`src/rtl/vga_timing_param.sv`:
```
// Parametrised raster timing generator: h/v counters, sync, blanking and line/frame strobes,
// advancing on a pixel-rate enable and followed by an OUT_DELAY-deep aligned output pipeline.
module vga_timing_param #(
    parameter int H_ACTIVE   = 640,
    parameter int H_FP       = 16,
    parameter int H_SYNC     = 96,
    parameter int H_BP       = 48,
    parameter int V_ACTIVE   = 480,
    parameter int V_FP       = 10,
    parameter int V_SYNC     = 2,
    parameter int V_BP       = 33,
    parameter bit H_SYNC_POL = 1'b1,
    parameter bit V_SYNC_POL = 1'b1,
    parameter int COORD_W    = 16,
    parameter int FRAME_W    = 8,
    parameter int OUT_DELAY  = 0
) (
    input  logic               clk,
    input  logic               rst,
    input  logic               pix_en,
    output logic [COORD_W-1:0] pos_x,
    output logic [COORD_W-1:0] pos_y,
    output logic               blank_n,
    output logic               sync_h,
    output logic               sync_v,
    output logic               line_start,
    output logic               frame_start,
    output logic [FRAME_W-1:0] frame_count
);

    localparam int H_TOTAL = H_ACTIVE + H_FP + H_SYNC + H_BP;
    localparam int V_TOTAL = V_ACTIVE + V_FP + V_SYNC + V_BP;

    localparam logic [COORD_W-1:0] H_LAST     = COORD_W'(H_TOTAL - 1);
    localparam logic [COORD_W-1:0] V_LAST     = COORD_W'(V_TOTAL - 1);
    localparam logic [COORD_W-1:0] H_ACT      = COORD_W'(H_ACTIVE);
    localparam logic [COORD_W-1:0] V_ACT      = COORD_W'(V_ACTIVE);
    localparam logic [COORD_W-1:0] H_SYNC_ON  = COORD_W'(H_ACTIVE + H_FP);
    localparam logic [COORD_W-1:0] H_SYNC_OFF = COORD_W'(H_ACTIVE + H_FP + H_SYNC);
    localparam logic [COORD_W-1:0] V_SYNC_ON  = COORD_W'(V_ACTIVE + V_FP);
    localparam logic [COORD_W-1:0] V_SYNC_OFF = COORD_W'(V_ACTIVE + V_FP + V_SYNC);

    typedef struct packed {
        logic [COORD_W-1:0] x;
        logic [COORD_W-1:0] y;
        logic [FRAME_W-1:0] fc;
        logic               blank_n;
        logic               sync_h;
        logic               sync_v;
        logic               line_start;
        logic               frame_start;
    } timing_t;

    localparam timing_t RST_VAL = '{
        x: '0, y: '0, fc: '0, blank_n: 1'b0,
        sync_h: ~H_SYNC_POL, sync_v: ~V_SYNC_POL,
        line_start: 1'b0, frame_start: 1'b0
    };

    logic [COORD_W-1:0] h_cnt;
    logic [COORD_W-1:0] v_cnt;
    logic [FRAME_W-1:0] frame_idx;
    timing_t            dec;
    timing_t            nxt   [OUT_DELAY+1];
    timing_t            stage [OUT_DELAY+1];

    always_ff @(posedge clk) begin
        if (rst) begin
            h_cnt     <= '0;
            v_cnt     <= '0;
            frame_idx <= '0;
        end else if (pix_en) begin
            if (h_cnt == H_LAST) begin
                h_cnt <= '0;
                if (v_cnt == V_LAST) begin
                    v_cnt     <= '0;
                    frame_idx <= frame_idx + FRAME_W'(1);
                end else begin
                    v_cnt <= v_cnt + COORD_W'(1);
                end
            end else begin
                h_cnt <= h_cnt + COORD_W'(1);
            end
        end
    end

    always_comb begin
        dec             = RST_VAL;
        dec.x           = h_cnt;
        dec.y           = v_cnt;
        dec.fc          = frame_idx;
        dec.blank_n     = (h_cnt < H_ACT) && (v_cnt < V_ACT);
        dec.sync_h      = ((h_cnt >= H_SYNC_ON) && (h_cnt < H_SYNC_OFF)) ? H_SYNC_POL : ~H_SYNC_POL;
        dec.sync_v      = ((v_cnt >= V_SYNC_ON) && (v_cnt < V_SYNC_OFF)) ? V_SYNC_POL : ~V_SYNC_POL;
        dec.line_start  = (h_cnt == '0);
        dec.frame_start = (h_cnt == '0) && (v_cnt == '0);
    end

    always_comb begin
        nxt[0] = dec;
        for (int i = 1; i <= OUT_DELAY; i++) begin
            nxt[i] = stage[i-1];
        end
    end

    // Strobes in the last stage reload every clk so they last one clk, not one pixel period.
    always_ff @(posedge clk) begin
        if (rst) begin
            for (int i = 0; i <= OUT_DELAY; i++) begin
                stage[i] <= RST_VAL;
            end
        end else begin
            if (pix_en) begin
                for (int i = 0; i <= OUT_DELAY; i++) begin
                    stage[i] <= nxt[i];
                end
            end
            stage[OUT_DELAY].line_start  <= pix_en & nxt[OUT_DELAY].line_start;
            stage[OUT_DELAY].frame_start <= pix_en & nxt[OUT_DELAY].frame_start;
        end
    end

    assign pos_x       = stage[OUT_DELAY].x;
    assign pos_y       = stage[OUT_DELAY].y;
    assign frame_count = stage[OUT_DELAY].fc;
    assign blank_n     = stage[OUT_DELAY].blank_n;
    assign sync_h      = stage[OUT_DELAY].sync_h;
    assign sync_v      = stage[OUT_DELAY].sync_v;
    assign line_start  = stage[OUT_DELAY].line_start;
    assign frame_start = stage[OUT_DELAY].frame_start;

endmodule

```
`config.mk`:
```
export PLATFORM = sky130hd
export DESIGN_NAME = vga_timing_param
export DESIGN_NICKNAME = d
export VERILOG_FILES = /design/src/rtl/vga_timing_param.sv
export SDC_FILE = /design/constraint.sdc
export NUM_CORES = 1
export LEC_CHECK = 0
export CAP_MARGIN = 20
export CELL_PAD_IN_SITES_DETAIL_PLACEMENT = 0
export CELL_PAD_IN_SITES_GLOBAL_PLACEMENT = 1
export CORE_ASPECT_RATIO = 0.8
export CORE_MARGIN = 8
export CORE_UTILIZATION = 43
export CTS_CLUSTER_SIZE = 24
export DETAILED_ROUTE_END_ITERATION = 8
export GPL_TIMING_DRIVEN = 0
export PLACE_DENSITY = 0.86
export SYNTH_ARGS = -nofsm -noshare
export SYNTH_HDL_FRONTEND = slang
export SYNTH_SLANG_ARGS = --single-unit
```
`constraint.sdc`:
```
create_clock -name clk -period 2.35 [get_ports clk]
set_clock_uncertainty 0.1 [all_clocks]
set_input_delay 0.3525 -clock clk [delete_from_list [all_inputs] [get_ports clk]]
set_output_delay 0.3525 -clock clk [all_outputs]
set_load 0.01 [all_outputs]
```
**Yosys cells after proc, flatten, opt, wreduce, memory -nomap -nowiden**

Memory sizes are Yosys's and may differ from the RTL's.
Index checks and enable logic that the tools add are counted.
W data, S select, Z words.

- Bitwise logic cells: 2
- Muxes and demuxes: 12
- Eq/ne operators: 2
- $add $sub $neg: 3
- Reduce and logical (&&, ||, !) cells: 9
- $lt $le $gt $ge: 6

Operator list:

| kind | number |
|---|---|
| $mux W45 | 1 |
| $reduce_or A45 Y1 | 1 |
| $add A16 B1 Y16 const B | 2 |
| $eq A16 B10 Y1 const B | 2 |
| $logic_not A16 Y1 | 2 |
| $lt A16 B10 Y1 const B | 2 |
| $lt A16 B9 Y1 const B | 2 |
| $mux W16 | 2 |
| $ge A16 B10 Y1 const B | 1 |
| $ge A16 B9 Y1 const B | 1 |
| $mux W1 | 9 |
| $add A8 B1 Y8 const B | 1 |
| $logic_and A1 B1 Y1 | 4 |
| $reduce_and A3 Y1 | 1 |
| $and A1 B1 Y1 | 2 |
| $reduce_and A2 Y1 | 1 |

- Bits in registers: 40
- RAM bits: 45
- Memories: 1
- Logic and storage cells: 38

Memories:

| memory | depth | bits a word | read ports | clocked after Yosys merged registers in | write ports | RTL line | text |
|---|---|---|---|---|---|---|---|
| stage | 1 | 45 | 1 | 0 | 3 | 65 | `timing_t stage [OUT_DELAY+1];` |

**Longest topological paths before layout**

- Word-level depth: 5
- Gate-level depth with buffers: 9

**Least setup slack after synthesis**

No wires, ideal clock.

- Kind: reg-to-reg
- From: register v_cnt[0]
- To: register frame_idx[7]
- Period minus slack after synthesis: 1.929 ns
- Stages on the path, launching flop included: 9
- Data required time: 2.180 ns
- Setup time: 0.070 ns
- Buffers on the path: 1
- Data arrival time: 1.760 ns
- Path slack: 0.421 ns
- Cell sequence: dfxtp_1 > inv_1 > ha_1 > nor4b_2 > and4_1 > buf_6 > nand3_4 > or4_1 > a21oi_1

- Cells in the longest elaborated chain, start to end: 2

RTL lines:

| element | RTL line | text |
|---|---|---|
| start: declaration | 61 | `logic [COORD_W-1:0] v_cnt;` |
| start signal: assignment | 79 | `v_cnt <= v_cnt + COORD_W'(1);` |
| $eq A16 B10 Y1 | 75 | `if (v_cnt == V_LAST) begin` |
| $reduce_and A3 Y1 (no line) | - |  |
| end signal: assignment | 77 | `frame_idx <= frame_idx + FRAME_W'(1);` |
| end: declaration | 62 | `logic [FRAME_W-1:0] frame_idx;` |

No other way between the ends.
A chain may end at the register's enable or synchronous reset.

**Final worst setup path**

- From: register v_cnt[0]
- To: register frame_idx[4]

Same word-level chain as after synthesis.

==> impl_metrics.csv <==
group,metric,value,unit
sta,worst_slack,0.176,ns
global_routing,overflow,0,
synth,synthSimpleGateAreaFrac,28.0,%
sta,hold_violations,0,
critical_path,cp-start-kind,"register",
final_layout,seqCellArea,2150,um^2
synth,syn_area,3840,um^2
final_layout,drive_gt1_share,9.98,%
synth,netlist_instances,366,
floorplan,ios,48,
sta,post-route-min-period,2.17,ns
place,dp_hpwl,5870,um
floorplan,fp.dieH,101,um
synth,synth_xor_area_share,4.11,%
global_routing,grt_pass1_vias,2780,
final_layout,diodes,0,
synth,synthArstFlopShare,0,%
flow_run,maxCapViolCount,0,
route,drt_iter0_markers,241,
place,pre_cts_ws,-0.323,ns
route,drt_wl_total,8480,um
final_layout,multi_input_area,1550,um^2
synth,synthMuxAreaShare,0,%
clocking,cts_tree,"done",
clocking,cts_buffers,9,
sta,worst_pin_slew,0.539,ns
synth,synth_compound_area_share,6.29,%
place,port_buffers,47,
hold_path,hp-class,"register to register",
synth,yosysSeqAreaShare,56.0,%
power,powerDensity,614,nW/um^2
synth,yosys.area.top_type_share,35.2,%
synth,synth-edff-count,45,
route,ant_nets,0,
global_routing,grt_max_degree,44,
critical_path,r2r-start,"v_cnt[0]",
synth,synth_adder_area_share,1.63,%
clocking,clk_latency,0.36,ns
synth,synth_area_leaders,"edfxtp_1 (35%), dfxtp_1 (21%), and2_1 (7.0%), a21oi_1 (3.3%), nand3_1 (2.9%)",
critical_path,timing.rr.end,"frame_idx[4]",
synth,synth_cell_types,45,
synth,ys_top_cells_by_count,"edfxtp_1 (45), and2_1 (43), dfxtp_1 (40), nor2_1 (28), a21oi_1 (25)",
final_layout,design_area,4700,um^2
run_status,status,"finished clean",
global_routing,grt_pass1_wl,14100,um
sta,rsz0062_at_grt,"false",
route,wl_per_cell,15.5,um
synth,synth_flop_cell,"edfxtp_1",
sta,slew_headroom,63.8,%
critical_path,endpoint,"frame_idx[4]",
route,vias_per_cell,5.29,
final_layout,area_growth,22.3,%
place,placed_area,4460,um^2
floorplan,dieArea,12200,um^2
synth,synth-seq-cells,85,
floorplan,die_x,122,um
sta,setup_viol,0,
critical_path,cp_max_fo,10,
power,vdd_drop_max,280,uV
clocking,root_buffer,"clkbuf_8",
power,p_leak,1.65,nW
synth,yosysMostFrequentCell,"edfxtp_1",
synth,avgSynthCellArea,10.5,um^2
synth,synth_top_family_by_area,"simple AND/OR/NAND/NOR gates",
floorplan,coreArea,8880,um^2
critical_path,reg2reg_depth,9,
critical_path,critical_path_arrival,2.37,ns
sta,timing.fmax,460,MHz
global_routing,grt_usage,14.5,%
synth,yosys_warnings,0,
sta,tns,0,ns
place,dp.cells,529,
floorplan,rows,31,
route,dr.pass1.iters,4,
synth,yosysTopAreaCell,"edfxtp_1",
critical_path,critPathKind,"register to register",
sta,post-route-period-util,92.5,%
final_layout,num-nets-final,434,
clocking,clockBufferDepth,2,
critical_path,r2r_setup_slack,0.18,ns
global_routing,antenna_found_initial,0,
critical_path,crit_required,2.54,ns
clocking,htreeDepth,3,
route,drc,0,
floorplan,initial_core_util,43.2,%
sta,finalMaxSlewViolations,0,
clocking,cts.sinks,85,
final_layout,fillers,824,
power,power,0.00288,W
clocking,clkSlewWorstSetupHoldPaths,0.09,ns
final_layout,fin_cells,546,
route,vias,2890,
place,routabilityCongestion,0.861,
critical_path,critPathCaptureType,"register",
critical_path,critical_path.startpoint,"v_cnt[0]",
[cell families after synthesis]
family                     after synthesis
xor gates and xnor gates                18
and+or+nand+nor                        184
DFF                                     85
buffers and inverters                   27
AOI/OAI and AO/OA                       46
adders and majority gates                5
other                                    1
[worst min path at each step]
stage	from	endpoint	slack [ns]	cells past startpoint
2_1_floorplan	frame_idx[7]	frame_idx[7]	0.35	2
3_3_place_gp	frame_idx[7]	frame_idx[7]	0.37	2
3_5_place_dp	frame_idx[7]	frame_idx[7]	0.38	2
4_1_cts	frame_idx[7]	frame_idx[7]	0.39	2
5_1_grt	frame_idx[7]	frame_idx[7]	0.41	2
6_report	frame_idx[7]	frame_idx[7]	0.39	2
[stage by stage]
stage,utilization [%],hold slack [ns]
floorplan,-,0.346
global placement,50.2,0.372
detailed placement,50.2,0.379
CTS,52.5,0.394
global route,52.9,0.415
finish,52.9,0.391
[power breakdown]
group / switching, W / total [W] / internal (W)
Clock: 0.000564 / 0.00109 / 0.000528
Combinational: 0.0000887 / 0.000176 / 0.0000870
Sequential: 0.0000146 / 0.00161 / 0.00160
[flip-flops by register name, summed over array words and instances (netlist names)]
| register | count |
|---|---|
| v_cnt | 16 |
| stage | 45 |
| frame_idx | 8 |
| h_cnt | 16 |
[area by class of cell]
cell class                 count  share of cell area [%]
clock inverter                 6                    1.49
buffer                        21                    2.77
clock buffer                  10                    2.93
timing repair buffer          48                    10.4
inverter                       6                   0.480
tap                          115                    3.06
multi-input combinational    255                    33.0
sequential                    85                    45.9
[cells in the final DEF, fill, tap and decap left out, drive strengths merged, types with 6 or more instances in the layout]
cell type | synthesis | layout
clkdlybuf4s50 | 0 | 47
edfxtp | 45 | 45
and2 | 44 | 44
dfxtp | 40 | 40
nor2 | 28 | 28
a21oi | 25 | 25
nand3 | 24 | 24
nand2 | 21 | 21
clkbuf | 11 | 20
o21ai | 16 | 16
buf | 10 | 12
xor2 | 11 | 11
nand4 | 10 | 10
or3 | 9 | 9
nor3 | 9 | 9
inv | 6 | 8
nor4 | 8 | 8
and3 | 7 | 7
xnor2 | 7 | 7
or4 | 6 | 6
[layer usage]
layer  routed length (um)  vias to the layer above  part of all wire [%]  GRT usage [%]
li1                     -                     1421                     -              -
met3                  529                       10                   6.2           3.81
met5                    0                        -                     0              0
met4                   87                        0                   1.0           4.64
met1                 3780                     1386                    45           18.2
met2                 4080                       73                    48           23.7
[worst max-delay path, stage by stage (launching register included)]
cell     delay [ns]
dfxtp_1        0.37
inv_1          0.11
ha_1           0.19
nor4b_2        0.23
and4_1         0.24
buf_6          0.15
nand3_4        0.10
buf_6          0.15
or3_1          0.34
a21oi_1        0.13
[timing repair]
item / 4_1_cts / 5_1_grt
hold buffers: 0 / 0
gates resized for setup: 0 / 9
endpoints found under the hold margin: 0 / 0
setup endpoints to repair: 0 / 22
setup buffers: 0 / 0
(Power assumes the default switching activity.)
